`src/rtl/sc_mux21_arbiter_if.sv`:
```
// sc_mux21_arbiter_if: requester/consumer handshake bundle for the 2:1 mux arbiter.
// The master modport is the environment side (requesters and consumer); the
// slave modport is the arbiter side.
interface sc_mux21_arbiter_if #(
    parameter int NUMBER_DATAWIDTH = 8
);
    logic                        SC_MUX21ARB_req0Valid_In;
    logic [NUMBER_DATAWIDTH-1:0] SC_MUX21ARB_data0_InBUS;
    logic                        SC_MUX21ARB_req0Ready_Out;
    logic                        SC_MUX21ARB_req1Valid_In;
    logic [NUMBER_DATAWIDTH-1:0] SC_MUX21ARB_data1_InBUS;
    logic                        SC_MUX21ARB_req1Ready_Out;
    logic                        SC_MUX21ARB_outValid_Out;
    logic [NUMBER_DATAWIDTH-1:0] SC_MUX21ARB_z_OutBUS;
    logic                        SC_MUX21ARB_outReady_In;
    logic                        SC_MUX21ARB_select_Out;

    modport master (
        output SC_MUX21ARB_req0Valid_In, SC_MUX21ARB_data0_InBUS,
        output SC_MUX21ARB_req1Valid_In, SC_MUX21ARB_data1_InBUS,
        output SC_MUX21ARB_outReady_In,
        input  SC_MUX21ARB_req0Ready_Out, SC_MUX21ARB_req1Ready_Out,
        input  SC_MUX21ARB_outValid_Out, SC_MUX21ARB_z_OutBUS,
        input  SC_MUX21ARB_select_Out
    );

    modport slave (
        input  SC_MUX21ARB_req0Valid_In, SC_MUX21ARB_data0_InBUS,
        input  SC_MUX21ARB_req1Valid_In, SC_MUX21ARB_data1_InBUS,
        input  SC_MUX21ARB_outReady_In,
        output SC_MUX21ARB_req0Ready_Out, SC_MUX21ARB_req1Ready_Out,
        output SC_MUX21ARB_outValid_Out, SC_MUX21ARB_z_OutBUS,
        output SC_MUX21ARB_select_Out
    );
endinterface

```
`src/rtl/sc_mux21_arbiter.sv`:
```
// sc_mux21_arbiter: two-requester arbiter with one-entry output register that
// owns the 2:1 mux select line.
// Optional feature: define SC_MUX21ARB_RR_EN for round-robin arbitration;
// without it requester 0 has fixed priority and the last-grant pointer is absent.
//
// state | meaning
// EMPTY | output register holds no word
// FULL  | output register holds a word awaiting the consumer
module sc_mux21_arbiter #(
    parameter int NUMBER_DATAWIDTH = 8
) (
    input  logic                SC_MUX21ARB_CLOCK_50,
    input  logic                SC_MUX21ARB_RESET_InLow,
    sc_mux21_arbiter_if.slave   bus
);
    typedef enum logic {EMPTY = 1'b0, FULL = 1'b1} state_t;

    state_t                      state_q, state_d;
    logic [NUMBER_DATAWIDTH-1:0] z_q, z_d;
    logic                        sel_q, sel_d;
    logic                        grant;
    logic                        accept;
    logic                        rdy0, rdy1;
    logic                        xfer;

`ifdef SC_MUX21ARB_RR_EN
    logic last_q, last_d;

    // Round-robin: on contention the requester that did not win last time goes.
    always_comb begin
        grant = 1'b0;
        if (bus.SC_MUX21ARB_req0Valid_In && bus.SC_MUX21ARB_req1Valid_In)
            grant = ~last_q;
        else
            grant = bus.SC_MUX21ARB_req1Valid_In;
    end
`else
    // Fixed priority: requester 1 only wins when requester 0 is idle.
    always_comb begin
        grant = ~bus.SC_MUX21ARB_req0Valid_In & bus.SC_MUX21ARB_req1Valid_In;
    end
`endif

    // Handshake decode and next-state/output-register computation.
    always_comb begin
        state_d = state_q;
        z_d     = z_q;
        sel_d   = sel_q;
`ifdef SC_MUX21ARB_RR_EN
        last_d  = last_q;
`endif
        accept  = (state_q == EMPTY) | bus.SC_MUX21ARB_outReady_In;
        // Readys are suppressed during reset so no word is taken and then discarded.
        rdy0    = SC_MUX21ARB_RESET_InLow & accept & ~grant & bus.SC_MUX21ARB_req0Valid_In;
        rdy1    = SC_MUX21ARB_RESET_InLow & accept &  grant & bus.SC_MUX21ARB_req1Valid_In;
        xfer    = rdy0 | rdy1;
        if (xfer) begin
            state_d = FULL;
            z_d     = grant ? bus.SC_MUX21ARB_data1_InBUS : bus.SC_MUX21ARB_data0_InBUS;
            sel_d   = grant;
`ifdef SC_MUX21ARB_RR_EN
            last_d  = grant;
`endif
        end else if ((state_q == FULL) && bus.SC_MUX21ARB_outReady_In) begin
            state_d = EMPTY;
        end
    end

    // State and output register with synchronous active-low reset.
    always_ff @(posedge SC_MUX21ARB_CLOCK_50) begin
        if (!SC_MUX21ARB_RESET_InLow) begin
            state_q <= EMPTY;
            z_q     <= '0;
            sel_q   <= 1'b0;
`ifdef SC_MUX21ARB_RR_EN
            last_q  <= 1'b1;
`endif
        end else begin
            state_q <= state_d;
            z_q     <= z_d;
            sel_q   <= sel_d;
`ifdef SC_MUX21ARB_RR_EN
            last_q  <= last_d;
`endif
        end
    end

    assign bus.SC_MUX21ARB_req0Ready_Out = rdy0;
    assign bus.SC_MUX21ARB_req1Ready_Out = rdy1;
    assign bus.SC_MUX21ARB_outValid_Out  = (state_q == FULL);
    assign bus.SC_MUX21ARB_z_OutBUS      = z_q;
    assign bus.SC_MUX21ARB_select_Out    = sel_q;
endmodule

```
`src/flat_wrapper.sv`:
```
// flat-port wrapper written by rule: the top's interface ports become plain ports
module sc_mux21_arbiter_flat 
#(
    parameter int NUMBER_DATAWIDTH = 8
)
  (SC_MUX21ARB_CLOCK_50, SC_MUX21ARB_RESET_InLow, bus_SC_MUX21ARB_req0Valid_In, bus_SC_MUX21ARB_data0_InBUS, bus_SC_MUX21ARB_req1Valid_In, bus_SC_MUX21ARB_data1_InBUS, bus_SC_MUX21ARB_outReady_In, bus_SC_MUX21ARB_req0Ready_Out, bus_SC_MUX21ARB_req1Ready_Out, bus_SC_MUX21ARB_outValid_Out, bus_SC_MUX21ARB_z_OutBUS, bus_SC_MUX21ARB_select_Out);
  sc_mux21_arbiter_if #(.NUMBER_DATAWIDTH(NUMBER_DATAWIDTH)) bus_i ();
  input  logic SC_MUX21ARB_CLOCK_50;
  input  logic SC_MUX21ARB_RESET_InLow;
  input wire logic [$bits(bus_i.SC_MUX21ARB_req0Valid_In)-1:0] bus_SC_MUX21ARB_req0Valid_In;
  input wire logic [$bits(bus_i.SC_MUX21ARB_data0_InBUS)-1:0] bus_SC_MUX21ARB_data0_InBUS;
  input wire logic [$bits(bus_i.SC_MUX21ARB_req1Valid_In)-1:0] bus_SC_MUX21ARB_req1Valid_In;
  input wire logic [$bits(bus_i.SC_MUX21ARB_data1_InBUS)-1:0] bus_SC_MUX21ARB_data1_InBUS;
  input wire logic [$bits(bus_i.SC_MUX21ARB_outReady_In)-1:0] bus_SC_MUX21ARB_outReady_In;
  output wire logic [$bits(bus_i.SC_MUX21ARB_req0Ready_Out)-1:0] bus_SC_MUX21ARB_req0Ready_Out;
  output wire logic [$bits(bus_i.SC_MUX21ARB_req1Ready_Out)-1:0] bus_SC_MUX21ARB_req1Ready_Out;
  output wire logic [$bits(bus_i.SC_MUX21ARB_outValid_Out)-1:0] bus_SC_MUX21ARB_outValid_Out;
  output wire logic [$bits(bus_i.SC_MUX21ARB_z_OutBUS)-1:0] bus_SC_MUX21ARB_z_OutBUS;
  output wire logic [$bits(bus_i.SC_MUX21ARB_select_Out)-1:0] bus_SC_MUX21ARB_select_Out;
  assign bus_i.SC_MUX21ARB_req0Valid_In = bus_SC_MUX21ARB_req0Valid_In;
  assign bus_i.SC_MUX21ARB_data0_InBUS = bus_SC_MUX21ARB_data0_InBUS;
  assign bus_i.SC_MUX21ARB_req1Valid_In = bus_SC_MUX21ARB_req1Valid_In;
  assign bus_i.SC_MUX21ARB_data1_InBUS = bus_SC_MUX21ARB_data1_InBUS;
  assign bus_i.SC_MUX21ARB_outReady_In = bus_SC_MUX21ARB_outReady_In;
  assign bus_SC_MUX21ARB_req0Ready_Out = bus_i.SC_MUX21ARB_req0Ready_Out;
  assign bus_SC_MUX21ARB_req1Ready_Out = bus_i.SC_MUX21ARB_req1Ready_Out;
  assign bus_SC_MUX21ARB_outValid_Out = bus_i.SC_MUX21ARB_outValid_Out;
  assign bus_SC_MUX21ARB_z_OutBUS = bus_i.SC_MUX21ARB_z_OutBUS;
  assign bus_SC_MUX21ARB_select_Out = bus_i.SC_MUX21ARB_select_Out;
  sc_mux21_arbiter #(.NUMBER_DATAWIDTH(NUMBER_DATAWIDTH)) u_core (.SC_MUX21ARB_CLOCK_50(SC_MUX21ARB_CLOCK_50), .SC_MUX21ARB_RESET_InLow(SC_MUX21ARB_RESET_InLow), .bus(bus_i));
endmodule
```
`config.mk`:
```
export PLATFORM = sky130hd
export DESIGN_NAME = sc_mux21_arbiter_flat
export DESIGN_NICKNAME = d
export VERILOG_FILES = /design/src/rtl/sc_mux21_arbiter_if.sv /design/src/rtl/sc_mux21_arbiter.sv /design/src/flat_wrapper.sv
export SDC_FILE = /design/constraint.sdc
export NUM_CORES = 1
export LEC_CHECK = 0
export ABC_AREA = 1
export CELL_PAD_IN_SITES_DETAIL_PLACEMENT = 2
export CELL_PAD_IN_SITES_GLOBAL_PLACEMENT = 2
export CORE_MARGIN = 1.5
export CORE_UTILIZATION = 29
export CTS_CLUSTER_SIZE = 40
export DETAILED_ROUTE_END_ITERATION = 8
export DONT_BUFFER_PORTS = 1
export PLACE_DENSITY = 0.86
export SLEW_MARGIN = 15
export SYNTH_ARGS = -nofsm -noshare
export SYNTH_HDL_FRONTEND = slang
export SYNTH_SLANG_ARGS = --single-unit
```
`constraint.sdc`:
```
create_clock -name SC_MUX21ARB_CLOCK_50 -period 1.6 [get_ports SC_MUX21ARB_CLOCK_50]
set_input_delay 0.24 -clock SC_MUX21ARB_CLOCK_50 [delete_from_list [all_inputs] [get_ports SC_MUX21ARB_CLOCK_50]]
set_output_delay 0.24 -clock SC_MUX21ARB_CLOCK_50 [all_outputs]
set_load 0.01 [all_outputs]
```
## Word-level counts from Yosys, hierarchy flattened

Cells that the tools add are included.

| operators by class | value |
|---|---|
| mux-type cells | 3 |
| bitwise operators | 11 |
| reduce and logical (&&, ||, !) cells | 2 |

Operator list:

| kind | count |
|---|---|
| two-way mux 8 bit | 1 |
| bitwise AND 1 bit | 6 |
| inverter 1 bit | 3 |
| two-way mux 1 bit | 2 |
| OR 1 bit | 2 |
| nonzero test 2 bit | 1 |
| logical AND 1 bit | 1 |

| word-level totals | value |
|---|---|
| register bits | 10 |
| bits of input ports | 21 |
| word-level logic and storage cells | 19 |

## Longest topological paths before layout

Gate-level depths: netlist of run 1.

| logic depth | value |
|---|---|
| depth in word-level cells | 7 |
| gate-level depth with buffers | 6 |

## Worst setup path after synthesis of run 1

OpenSTA, ideal clock, no wires.

| timing path | value |
|---|---|
| path type | register to output |
| start point | register u_core.state_q, in the netlist u_core.bus.SC_MUX21ARB_outValid_Out |
| end point | output port bus_SC_MUX21ARB_req0Ready_Out |
| arrival time | 800 ps |
| required time | 1,360 ps |
| slack | 560 ps |
| stages on the path, launching flop included | 4 |
| cell sequence | dfxtp_1 > nand2_1 > nand3_2 > inv_1 |

| between the ends | value |
|---|---|
| cells in the longest elaborated chain, start to end | 5 |

RTL lines:

| element | line | RTL |
|---|---|---|
| from (decl) | sc_mux21_arbiter.sv:18 | `state_t state_q, state_d;` |
| from (signal assigned) | sc_mux21_arbiter.sv:79 | `state_q <= state_d;` |
| inverter 1 bit | sc_mux21_arbiter.sv:52 | `accept = (state_q == EMPTY) \| bus.SC_MUX21ARB_outReady_In;` |
| OR 1 bit | sc_mux21_arbiter.sv:52 |  |
| bitwise AND 1 bit (3 in a row) | sc_mux21_arbiter.sv:54 | `rdy0 = SC_MUX21ARB_RESET_InLow & accept & ~grant & bus.SC_MUX21ARB_req0Valid_In;` |
| to (decl) | flat_wrapper.sv:15 | `output wire logic [$bits(bus_i.SC_MUX21ARB_req0Ready_Out)-1:0] bus_SC_MUX21ARB_req0Ready_Out;` |

Every way passes these cells.

## Worst setup path in the final report of run 1

Same ends and word-level chain as after synthesis.

==> impl_metrics.tcl, run 1 <==
set metrics [dict create \
    ir_drop_uv 421 \
    post_cts_resized 0 \
    cellLeakagePower_uw 0.000336 \
    firstDrtPassIters 3 \
    syn_nets 110 \
    root_buffer "clkbuf_4" \
    path_max_fanout 10 \
    rows 15 \
    finalNetCount 114 \
    startpoint_type "register" \
    path_class "register to primary output" \
    vias 574 \
    min_period_ns 1.50 \
    final.period_utilization_pct 93.5 \
    core_area_mm2 0.00176 \
    initialDrtViolationCount 4 \
    path_buf_inv 1 \
    synth_area_um2 552 \
    rrSetupSlack_ns 0.42 \
    ys_warn_count 0 \
    cp_top_family "simple AND/OR/NAND/NOR gates" \
    postSynthCellCount 89 \
    fin_skew_ns 0.00256 \
    syn_to_final_growth_pct 10.9 \
    n_antenna_cell 0 \
    max-slew-margin-rel_pct 73.2 \
    worst_pin_slew_ns 0.401 \
    rsz0062_at_grt "no" \
    gr-usage-all-layers_pct 17.6 \
    netlist.top_cell.by_area "dfxtp_1" \
    dp_hpwl_um 1240 \
    start_util_pct 31.3 \
    ios 33 \
    finalSetupViolCount 0 \
    finalMaxSlewViolations 0 \
    path_clk_slew_ns 0.07 \
    holdBufCountCts 0 \
    layout-drive-gt1-share_pct 9.78 \
    critPathRequiredTime_ns 1.36 \
    postCtsSetupBuffers 0 \
    die_width_um 46.6 \
    synth.distinct_cells 12 \
    fmax_mhz 669 \
    postRouteAntennaNets 0 \
    grt_antenna_before_repair 0 \
    cp.arrival_ns 1.26 \
    avgViaCountPerCell 4.91 \
    synth_top_area_share_pct 36.3 \
    drc_errors 0 \
    finalHoldViolations 0 \
    cts.path.max_buffers 2 \
    drt-total-wl_um 1580 \
    tritoncts "done" \
    setup_tns_ns 0 \
    yosysSeqAreaShare_pct 36.3 \
    status "complete, no violations" \
    endpoint_kind "primary output" \
    slowest_stage "dfxtp_1" \
    grt-ovfl-total 0 \
    wl_per_cell_um 13.5 \
    fp.dieArea_mm2 0.00217 \
    hold_class "input pin to register" \
    pwr_density_cell_mw_per_mm2 1030 \
    clk_latency_ns 0.27 \
    place_congestion 0.736 \
    mostFrequentLayoutCell "nand2_1" \
    final_cell_mix "nand2_1, nor2_1, inv_1" \
    path_cells "nand2_1 > nand3_2 > inv_1" \
    grt_max_degree 14 \
    numCtsBuffers 3 \
    cts.sinks 10 \
    portBuffers 0 \
    syn_avg_cell_area_um2 6.20 \
    synth_area_leaders "dfxtp_1, nand2_1, nor2_1" \
    ys_ff_latch 10 \
    cts_max_level 1 \
    dieHeight_um 46.6 \
    p_total_uw 628 \
    grt_pass1_wl_um 2590 \
    max-cap-violations 0 \
    cp_slowest_stage_delay_ns 0.34 \
    grt_pass1_vias 603 \
]
-- final cells by class --
| cell class | count | area, µm² |
|---|---|---|
| clock buffers | 4 | 36.3 |
| fillers | 242 | 1150 |
| inverters | 13 | 48.8 |
| multi-input cells | 65 | 295 |
| flip-flops and latches | 10 | 200 |
| well taps | 25 | 31.3 |
-- per-layer routing --
layer  vias to the layer above  GRT usage [%]  routed length [µm]
li1                        277              -                   -
met2                        21           31.1                 821
met1                       272           17.7                 588
met5                         -              0                   0
met3                         4           8.24                 146
met4                         0           6.67                  19
-- path summary, 6_finish.rpt --
kind                                        end                                start  depth (start not counted)
min          u_core.bus.SC_MUX21ARB_z_OutBUS[3]              SC_MUX21ARB_RESET_InLow                          2
max reg2reg  u_core.bus.SC_MUX21ARB_z_OutBUS[2]  u_core.bus.SC_MUX21ARB_outValid_Out                          5
min reg2reg   u_core.bus.SC_MUX21ARB_select_Out    u_core.bus.SC_MUX21ARB_select_Out                          2
max               bus_SC_MUX21ARB_req0Ready_Out  u_core.bus.SC_MUX21ARB_outValid_Out                          3
-- stage by stage --
stage | setup WS, ns | instances | utilization, % | hold WS, ns | cell area [µm²]
after floorplan | 0.560 | 89 | - | 0.440 | 552
after global placement | 0.473 | 113 | 32.6 | 0.365 | 576
after detailed placement | 0.418 | 113 | 32.6 | 0.373 | 576
after CTS | 0.101 | 117 | 34.7 | 0.0761 | 612
after global routing | 0.0176 | 117 | 34.7 | 0.0685 | 612
final | 0.104 | 117 | 34.7 | 0.0798 | 612
-- cell usage after synthesis --
| cell type | count |
|---|---|
| nand2_1 | 35 |
| inv_1 | 12 |
| nand3_2 | 1 |
| clkbuf_4 | 1 |
| a21boi_0 | 1 |
| o211ai_2 | 1 |
| nor2_1 | 16 |
| nor2_4 | 1 |
| nand3_4 | 1 |
| nand3_1 | 9 |
| dfxtp_1 | 10 |
| inv_2 | 1 |
-- state kept, by name, summed over array words and instances (netlist names) --
name / flops
u_core.bus.SC_MUX21ARB_z_OutBUS: 8
u_core.bus.SC_MUX21ARB_outValid_Out: 1
u_core.bus.SC_MUX21ARB_select_Out: 1
-- power by group --
group	switching (µW)	internal (µW)
Combinational	60.2	34.2
Clock	100	138
Sequential	24.4	270
-- logic make-up after synthesis --
kind of cell           after synthesis  share of synthesized area [%]
buffers and inverters               14                           10.2
AND/OR/NAND/NOR                     63                           49.9
AO/OA/AOI/OAI                        2                           3.63
flip-flops                          10                           36.3
-- worst reg2reg max path: cells and delay by family, from the launching register on --
kind / cells / cell delay, ns
flops: 1 / 0.34
simple gates: 5 / 0.78
Power figures use the tool's default switching activity.
==> run 2: changes to the inputs <==
--- a/config.mk
+++ b/config.mk
@@ -13,7 +13,7 @@
 export CTS_CLUSTER_SIZE = 40
 export DETAILED_ROUTE_END_ITERATION = 8
 export DONT_BUFFER_PORTS = 1
-export PLACE_DENSITY = 0.86
+export PLACE_DENSITY_LB_ADDON = 0.3
 export SLEW_MARGIN = 15
 export SYNTH_ARGS = -nofsm -noshare
 export SYNTH_HDL_FRONTEND = slang
==> run 2 against run 1 <==
Utilization down 0.78 points; via count down 5.1%; fmax up 4.2%; critical path depth unchanged; first-iteration DRC count down 25%; clock skew about the same; highest routed layer unchanged; register-to-register slack better by 0.04 ns; count of clock-buffer cells in the layout down 1; flip-flop and latch count unchanged.
==> impl_metrics.tcl, run 2 (synthesis gave the netlist of run 1 again) <==
set metrics [dict create \
    status "complete, no violations" \
    startpoint_type "register" \
    setup_tns_ns 0 \
    rows 15 \
    cts.path.max_buffers 2 \
    cellLeakagePower_uw 0.000329 \
    reg2reg_from "u_core.bus.SC_MUX21ARB_outValid_Out" \
    max-cap-violations 0 \
    ir_drop_uv 668 \
    n_antenna_cell 0 \
    slowest_stage "dfxtp_1" \
    reg2reg_to "u_core.bus.SC_MUX21ARB_z_OutBUS[1]" \
    regArea_um2 200 \
    grt_antenna_before_repair 0 \
    p_int_uw 392 \
    cp-startpoint "u_core.bus.SC_MUX21ARB_outValid_Out" \
    postRouteAntennaNets 0 \
    syn_to_final_growth_pct 8.39 \
    drc_errors 0 \
    initialDrtViolationCount 3 \
    firstDrtPassIters 3 \
    worst_pin_slew_ns 0.415 \
    rrSetupSlack_ns 0.46 \
    start_util_pct 31.3 \
    grt_pass1_wl_um 2370 \
    power_frac_comb_pct 16.7 \
    post_cts_resized 0 \
    grt_max_degree 14 \
    place_congestion 0.671 \
    clk_latency_ns 0.26 \
    holdBufCountCts 0 \
    multi_input_area_um2 295 \
    ios 33 \
    path_class "register to primary output" \
    clock_power_share_pct 30.0 \
    path_clk_slew_ns 0.06 \
    endpoint "bus_SC_MUX21ARB_req0Ready_Out" \
    path_max_fanout 10 \
    avgViaCountPerCell 4.70 \
    place_inst 113 \
    gr-usage-all-layers_pct 16.0 \
    pwr_density_cell_mw_per_mm2 923 \
    rr_worst_depth 5 \
    core_area_mm2 0.00176 \
    dieHeight_um 46.6 \
    finalNetCount 114 \
    cts_max_level 1 \
    largest_reg_flops 8 \
    drt-total-wl_um 1450 \
    numCtsBuffers 3 \
    finalHoldViolations 0 \
    final.period_utilization_pct 89.7 \
    switching_share_pct 29.1 \
    hold_class "input pin to register" \
    postCtsSetupBuffers 0 \
    min_period_ns 1.43 \
    die_width_um 46.6 \
    dp_hpwl_um 1160 \
    fmax_mhz 697 \
    critPathRequiredTime_ns 1.36 \
    cts.sinks 10 \
    mostFrequentLayoutCell "nand2_1" \
    fillCellCount 253 \
    grt-ovfl-total 0 \
    pwr-share-seq_pct 53.3 \
    vias 545 \
    finalNonFillerCells 116 \
    path_cells "nand2_1 > nand3_2 > inv_1" \
    cp.arrival_ns 1.19 \
    root_buffer "clkbuf_4" \
    power.switching_uw 161 \
    layout-drive-gt1-share_pct 8.79 \
    final_cell_mix "nand2_1, nor2_1, inv_1" \
    grt_pass1_vias 563 \
    finalMaxSlewViolations 0 \
    finalSetupViolCount 0 \
    rsz0062_at_grt "no" \
    max-slew-margin-rel_pct 72.3 \
    wl_per_cell_um 12.5 \
    fin_skew_ns 0.00207 \
    cp_slowest_stage_delay_ns 0.34 \
    tritoncts "done" \
    fp.dieArea_mm2 0.00217 \
    portBuffers 0 \
    endpoint_kind "primary output" \
]
[run 2: cell count changes in the layout (fill, tap and decap cells not counted), sizes merged]
cell    delta
clkbuf     -1
[run 2: stage by stage]
stage                     hold WS [ns]  total power (µW)  utilization, %  area (µm²)  worst slack (ns)
after floorplan                  0.440               376               -         552             0.560
after global placement           0.365               391            32.6         576             0.466
after detailed placement         0.369               395            32.6         576             0.429
after CTS                       0.0851               568            33.9         598             0.137
after global routing            0.0856               600            33.9         598            0.0791
final                           0.0953               552            33.9         598             0.165
[run 2: metal layers]
| metal | routed length, µm | global-route usage [%] |
|---|---|---|
| met1 | 554 | 17.1 |
| met2 | 769 | 28.3 |
| met3 | 120 | 7.84 |
| met4 | 5 | 3.33 |
| met5 | 0 | 0 |
[run 2: worst max-delay path: cells and delay by family, from the launching register on]
family | cells | cell delay (ns)
flip-flops | 1 | 0.34
buffers and inverters | 1 | 0.17
AND/OR/NAND/NOR | 2 | 0.42
[run 2: how the worst min path moves through the flow]
stage / from / endpoint / slack, ns / depth (start not counted)
final: SC_MUX21ARB_RESET_InLow / u_core.bus.SC_MUX21ARB_z_OutBUS[3] / 0.1 / 2
after global routing: SC_MUX21ARB_RESET_InLow / u_core.bus.SC_MUX21ARB_z_OutBUS[4] / 0.09 / 2
after CTS: SC_MUX21ARB_RESET_InLow / u_core.bus.SC_MUX21ARB_z_OutBUS[3] / 0.09 / 2
after detailed placement: SC_MUX21ARB_RESET_InLow / u_core.bus.SC_MUX21ARB_z_OutBUS[1] / 0.37 / 2
after global placement: SC_MUX21ARB_RESET_InLow / u_core.bus.SC_MUX21ARB_z_OutBUS[1] / 0.36 / 2
after floorplan: SC_MUX21ARB_RESET_InLow / u_core.bus.SC_MUX21ARB_select_Out / 0.44 / 2
[run 2: power groups by stage]
stage | combinational [µW] | sequential [µW] | clock [µW]
finish | 92.2 | 294 | 166
global route | 112 | 297 | 191
CTS | 95.9 | 295 | 177
detailed placement | 94.6 | 301 | 0
global placement | 90.2 | 300 | 0
floorplan | 79.3 | 296 | 0
[run 2: cell type report]
| cell class | count | area share [%] |
|---|---|---|
| clock buffers | 3 | 3.77 |
| multi-input cells | 65 | 49.4 |
| flip-flops and latches | 10 | 33.5 |
| inverters | 13 | 8.16 |
| well taps | 25 | 5.23 |
==> run 3: changes to the inputs <==
--- a/config.mk
+++ b/config.mk
@@ -8,8 +8,8 @@
 export ABC_AREA = 1
 export CELL_PAD_IN_SITES_DETAIL_PLACEMENT = 2
 export CELL_PAD_IN_SITES_GLOBAL_PLACEMENT = 2
-export CORE_MARGIN = 1.5
-export CORE_UTILIZATION = 29
+export CORE_MARGIN = 2
+export CORE_UTILIZATION = 24
 export CTS_CLUSTER_SIZE = 40
 export DETAILED_ROUTE_END_ITERATION = 8
 export DONT_BUFFER_PORTS = 1
==> constraint.sdc (replaced) <==
create_clock -name SC_MUX21ARB_CLOCK_50 -period 1.25 [get_ports SC_MUX21ARB_CLOCK_50]
set_input_delay 0.1875 -clock SC_MUX21ARB_CLOCK_50 [delete_from_list [all_inputs] [get_ports SC_MUX21ARB_CLOCK_50]]
set_output_delay 0.1875 -clock SC_MUX21ARB_CLOCK_50 [all_outputs]
set_load 0.01 [all_outputs]
==> run 3 against run 2 <==
Clock power increased by 37%; via count increased by 5.7%; critical path depth unchanged; utilization decreased by 4.3 points; flip-flop and latch count unchanged; register-to-register slack got worse by 0.25 ns; combinational power increased by 42%; wire length increased by 16%; worst hold slack got worse by 0.064 ns; power increased by 34%; largest power group unchanged.
==> impl_metrics.tcl, run 3 (synthesis gave the netlist of run 1 again) <==
set metrics [dict create \
    max-slew-margin-rel_pct 72.8 \
    place_inst 116 \
    finalSetupViolCount 0 \
    drc_errors 0 \
    root_buffer "clkbuf_4" \
    firstDrtPassIters 4 \
    slowest_stage "dfxtp_2" \
    dp_hpwl_um 1240 \
    numCtsBuffers 3 \
    n_antenna_cell 0 \
    clk_latency_ns 0.27 \
    finalNetCount 118 \
    max-cap-violations 0 \
    core_area_mm2 0.00219 \
    endpoint_kind "primary output" \
    initialDrtViolationCount 5 \
    drt-total-wl_um 1680 \
    ios 33 \
    post-place-ws_ns 0.0940 \
    path_buf_inv 1 \
    avgViaCountPerCell 4.68 \
    vias 576 \
    cp_slowest_stage_delay_ns 0.35 \
    met3_length_um 145 \
    holdBufCountCts 0 \
    cts.path.max_buffers 2 \
    fp.dieArea_mm2 0.00270 \
    layout-drive-gt1-share_pct 15.8 \
    place_congestion 0.672 \
    status "complete, no violations" \
    final_cell_mix "nand2_1, nor2_1, inv_1" \
    wl_met1_um 590 \
    dieHeight_um 52.0 \
    wl_met2_um 910 \
    pwr_density_cell_mw_per_mm2 1140 \
    cts.sinks 10 \
    rr_worst_depth 6 \
    grt_pass1_vias 623 \
    p_total_uw 738 \
    setup_tns_ns 0 \
    syn_to_final_growth_pct 17.5 \
    wl_per_cell_um 13.7 \
    mostFrequentLayoutCell "nand2_1" \
    gr-usage-all-layers_pct 14.5 \
    cts_max_level 1 \
    regArea_um2 201 \
    path_cells "nand2_4 > nand3_4 > inv_2" \
    top_layer "met4" \
    finalNonFillerCells 123 \
    ir_drop_uv 411 \
    grt-ovfl-total 0 \
    rrSetupSlack_ns 0.21 \
    rsz0062_at_grt "no" \
    reg2reg_from "u_core.bus.SC_MUX21ARB_outValid_Out" \
    multi_input_area_um2 310 \
    fin_skew_ns 0.00424 \
    die_width_um 52.0 \
    cp_top_family "flip-flops" \
    worstHoldStart "SC_MUX21ARB_RESET_InLow" \
    tritoncts "done" \
    holdPathStages 2 \
    grt_pass1_wl_um 2730 \
    startpoint_type "register" \
    finalHoldViolations 0 \
    finalMaxSlewViolations 0 \
    postRouteAntennaNets 0 \
    reg2reg_to "u_core.bus.SC_MUX21ARB_z_OutBUS[6]" \
    worst_pin_slew_ns 0.406 \
    path_class "register to primary output" \
    cp.arrival_ns 0.98 \
    final.period_utilization_pct 93.1 \
    path_max_fanout 9 \
    portBuffers 0 \
    largest_reg_flops 8 \
    hold_class "input pin to register" \
    min_period_ns 1.16 \
    grt_antenna_before_repair 0 \
    start_util_pct 25.2 \
    min_to "u_core.bus.SC_MUX21ARB_z_OutBUS[2]" \
    cellLeakagePower_uw 0.000353 \
    grt_max_degree 14 \
    rows 17 \
    critPathRequiredTime_ns 1.06 \
    path_clk_slew_ns 0.07 \
    layout_setup_ws_ns 0.0862 \
    fillCellCount 281 \
    fmax_mhz 859 \
]
==> run 3: cell type report <==
class                      instances  area share, %
clock buffer                       3           3.47
inverter                          13           7.53
multi-input combinational         65           47.9
sequential                        10           31.1
tap                               28           5.41
timing repair buffer               4           4.63
==> run 3: per-layer routing <==
layer / vias up / global-route usage [%]
li1: 281 / -
met2: 20 / 26.8
met5: - / 0
met4: 0 / 7.89
met3: 5 / 6.90
met1: 270 / 12.6
==> run 3: stage by stage <==
stage                     utilization [%]  area (µm²)  hold WS (ns)
after global routing                 29.6         648        0.0293
after detailed placement             26.4         579         0.319
after CTS                            28.5         624        0.0229
final                                29.6         648        0.0315
after floorplan                         -         552         0.387
after global placement               26.4         579         0.312
==> run 3: worst max path at each step <==
| stage | slack, ns | depth (start not counted) | startpoint | to |
|---|---|---|---|---|
| after floorplan | 0.26 | 3 | u_core.bus.SC_MUX21ARB_outValid_Out | bus_SC_MUX21ARB_req0Ready_Out |
| after global placement | 0.13 | 3 | u_core.bus.SC_MUX21ARB_outValid_Out | bus_SC_MUX21ARB_req0Ready_Out |
| after detailed placement | 0.09 | 5 | u_core.bus.SC_MUX21ARB_outValid_Out | u_core.bus.SC_MUX21ARB_z_OutBUS[5] |
| after CTS | 0.01 | 3 | u_core.bus.SC_MUX21ARB_outValid_Out | bus_SC_MUX21ARB_req1Ready_Out |
| after global routing | 0.02 | 3 | u_core.bus.SC_MUX21ARB_outValid_Out | bus_SC_MUX21ARB_req1Ready_Out |
| final | 0.09 | 3 | u_core.bus.SC_MUX21ARB_outValid_Out | bus_SC_MUX21ARB_req1Ready_Out |
==> run 3: repair_timing <==
action / in CTS / in global routing
gates resized for setup: 4 / 1
setup endpoints to repair: 2 / 1
pin swaps: 2 / 1
setup buffers: 1 / 3
==> run 3: where the power goes <==
part	internal (µW)	leakage, µW	switching (µW)
clock	112	0.0000138	115
sequential	347	0.0000831	32.3
combinational	52.6	0.000256	78.8
total	511	0.000353	227
==> run 3: worst reg2reg max path, cell delays in order (launching register included) <==
cell,delay (ns)
dfxtp_2,0.38
nand2_4,0.09
nand3_4,0.09
buf_4,0.17
nand3_1,0.10
nand2_1,0.07
nor2_1,0.03
==> patch: new RTL, flow settings as in run 3 <==
`NUMBER_DATAWIDTH` is set to 8 in 3 places; all go to 10.
--- a/src/rtl/sc_mux21_arbiter_if.sv
+++ b/src/rtl/sc_mux21_arbiter_if.sv
@@ -4,3 +4,3 @@
 interface sc_mux21_arbiter_if #(
-    parameter int NUMBER_DATAWIDTH = 8
+    parameter int NUMBER_DATAWIDTH = 10
 );
--- a/src/rtl/sc_mux21_arbiter.sv
+++ b/src/rtl/sc_mux21_arbiter.sv
@@ -9,3 +9,3 @@
 module sc_mux21_arbiter #(
-    parameter int NUMBER_DATAWIDTH = 8
+    parameter int NUMBER_DATAWIDTH = 10
 ) (
--- a/src/flat_wrapper.sv
+++ b/src/flat_wrapper.sv
@@ -3,3 +3,3 @@
 #(
-    parameter int NUMBER_DATAWIDTH = 8
+    parameter int NUMBER_DATAWIDTH = 10
 )
Interface: changed (resized bus_SC_MUX21ARB_data0_InBUS, bus_SC_MUX21ARB_data1_InBUS and bus_SC_MUX21ARB_z_OutBUS); port bits go from 33 to 39. No check against the original RTL was run, so the function may have changed too.
==> patch against run 3 <==
Clock skew increased by 0.89 ps; register-to-register slack got worse by 110 ps; sequential cell count increased by 2; final area increased by 26%; synthesized area increased by 25%; non-clock buffer count increased by 6; routed wire length increased by 25%; setup slack got worse by 45 ps; power increased by 20%; largest cell class unchanged; largest power group unchanged.
==> patch: results (changes against run 3) <==
| Metric | Value |
|---|---|
| Status | `completed` |
| Global router's overall resource usage | `14.1% (-0.36 points)` |
| Clock tree buffer depth | `2 (unchanged)` |
| Endpoint, Worst Hold | `u_core.bus.SC_MUX21ARB_z_OutBUS[1]` |
| Slowest CP cell | `dfxtp_1` |
| Clock Skew | `5.13 ps (+0.894 ps)` |
| Fillcell total | `341 (+21%)` |
| Leakage power | `0.464 nW (+31%)` |
| Unique masters post-synth | `14 (+2)` |
| Pin count of the biggest net entering global routing | `16 (+2)` |
| Clock root buffer master | `clkbuf_4` |
| Final GP Congestion | `0.737 (+9.6%)` |
| Sequential element share of the synthesized area | `34.7% (-1.6 points)` |
| Count of vias placed by the detailed router | `704 (+22%)` |
| Max FFs per register | `10 (+2)` |
| Worst-Margin Slew | `440 ps (+34.2 ps)` |
| Iteration count of the initial detailed-routing pass | `2 (-2)` |
| Worst reg2reg startpoint | `u_core.bus.SC_MUX21ARB_outValid_Out` |
| Reg2Reg Capture Point | `u_core.bus.SC_MUX21ARB_z_OutBUS[5]` |
| Largest fanout on the critical path | `6 (-3)` |
| Finished Core Util | `29.6% (about the same)` |
| Port Buffers | `0 (unchanged)` |
| Mean post-synth cell area | `6.23 um2 (+0.54%)` |
| Antenna violation net count after detailed routing | `0 (unchanged)` |
| Final hold slack | `24.4 ps (-7.13 ps)` |
| Placement Cell Area | `751 um2 (+30%)` |
| Post-DR wirelength/cell | `14.0 um (+2.7%)` |
| Number of global-route vias before repair | `729 (+17%)` |
| Worst R2R Path Depth | `7 (+1)` |
| Net count after synthesis | `136 (+24%)` |
| Synth Warn # | `0 (unchanged)` |
| Ranking of synthesized cells by instance count | `nand2_1, nor2_1, inv_1, dfxtp_1, nand3_2` |
| Worst path arrival time | `1020 ps (+40 ps)` |
| Max incr delay on CP | `320 ps (-30 ps)` |
| Global-route wire length before repair | `3510 um (+29%)` |
| Leading cell types by total area after synthesis | `dfxtp_1, nand2_1, nand3_2` |
| Share of cells above drive strength 1 | `23.5% (+7.7 points)` |
| Detailed-placement wirelength estimate | `1610 um (+30%)` |
| Highest ir drop seen on vdd | `495 uV (+20%)` |
| Minimum setup slack among reg-to-reg paths | `100 ps (-110 ps)` |
| Final Non-Filler Cells | `150 (+22%)` |
patch: kinds of logic (layout without fill, tap and decap cells):
logic type	after synthesis	after routing	share of synthesized area, %
compound gates	2	2	2.17
buf+inv	20	28	12.8
simple gates	77	77	50.3
flops	12	12	34.7
patch: final cells by class:
| cell class | count | share of cell area [%] |
|---|---|---|
| clock buffers | 3 | 2.76 |
| well taps | 31 | 4.75 |
| flip-flops and latches | 12 | 29.4 |
| inverters | 15 | 6.90 |
| multi-input cells | 79 | 46.0 |
| repair buffers | 10 | 10.1 |
patch: layer usage:
metal	up-vias	track usage, %	wire, um
li1	350	-	-
met1	329	15.6	822
met2	23	24.8	1140
met3	2	4.46	121
met4	0	5.98	19
met5	-	0	0
patch: repair_timing:
item,CTS,global route
gates cloned,0,0
setup endpoints to repair,2,3
buffers inserted,1,2
resized for setup,3,4
patch: how the worst max path moves through the flow:
stage                                              startpoint                                  to  slack (ps)
after floorplan           u_core.bus.SC_MUX21ARB_outValid_Out       bus_SC_MUX21ARB_req0Ready_Out         230
after detailed placement  u_core.bus.SC_MUX21ARB_outValid_Out  u_core.bus.SC_MUX21ARB_z_OutBUS[5]         160
after global routing      u_core.bus.SC_MUX21ARB_outValid_Out       bus_SC_MUX21ARB_req1Ready_Out         -30
after CTS                 u_core.bus.SC_MUX21ARB_outValid_Out       bus_SC_MUX21ARB_req0Ready_Out           9
final                     u_core.bus.SC_MUX21ARB_outValid_Out       bus_SC_MUX21ARB_req0Ready_Out          40
after global placement    u_core.bus.SC_MUX21ARB_outValid_Out  u_core.bus.SC_MUX21ARB_z_OutBUS[8]         250
patch: worst register-to-register path, delay by kind of cell, from the launching register on:
family | cells | cell delay, ps
and+or+nand+nor | 5 | 410
buffers and inverters | 2 | 290
DFF | 1 | 350
patch: metrics by stage:
stage,power (mW),setup slack [ps]
after floorplan,0.594,226
after global placement,0.633,254
after detailed placement,0.643,162
after CTS,0.898,8.95
after global routing,0.954,-30.2
final,0.888,41.0
patch: power by group:
part	internal [mW]	total, mW	switching [mW]
Clock	0.112	0.249	0.137
Combinational	0.0817	0.187	0.105
Sequential	0.416	0.452	0.0361
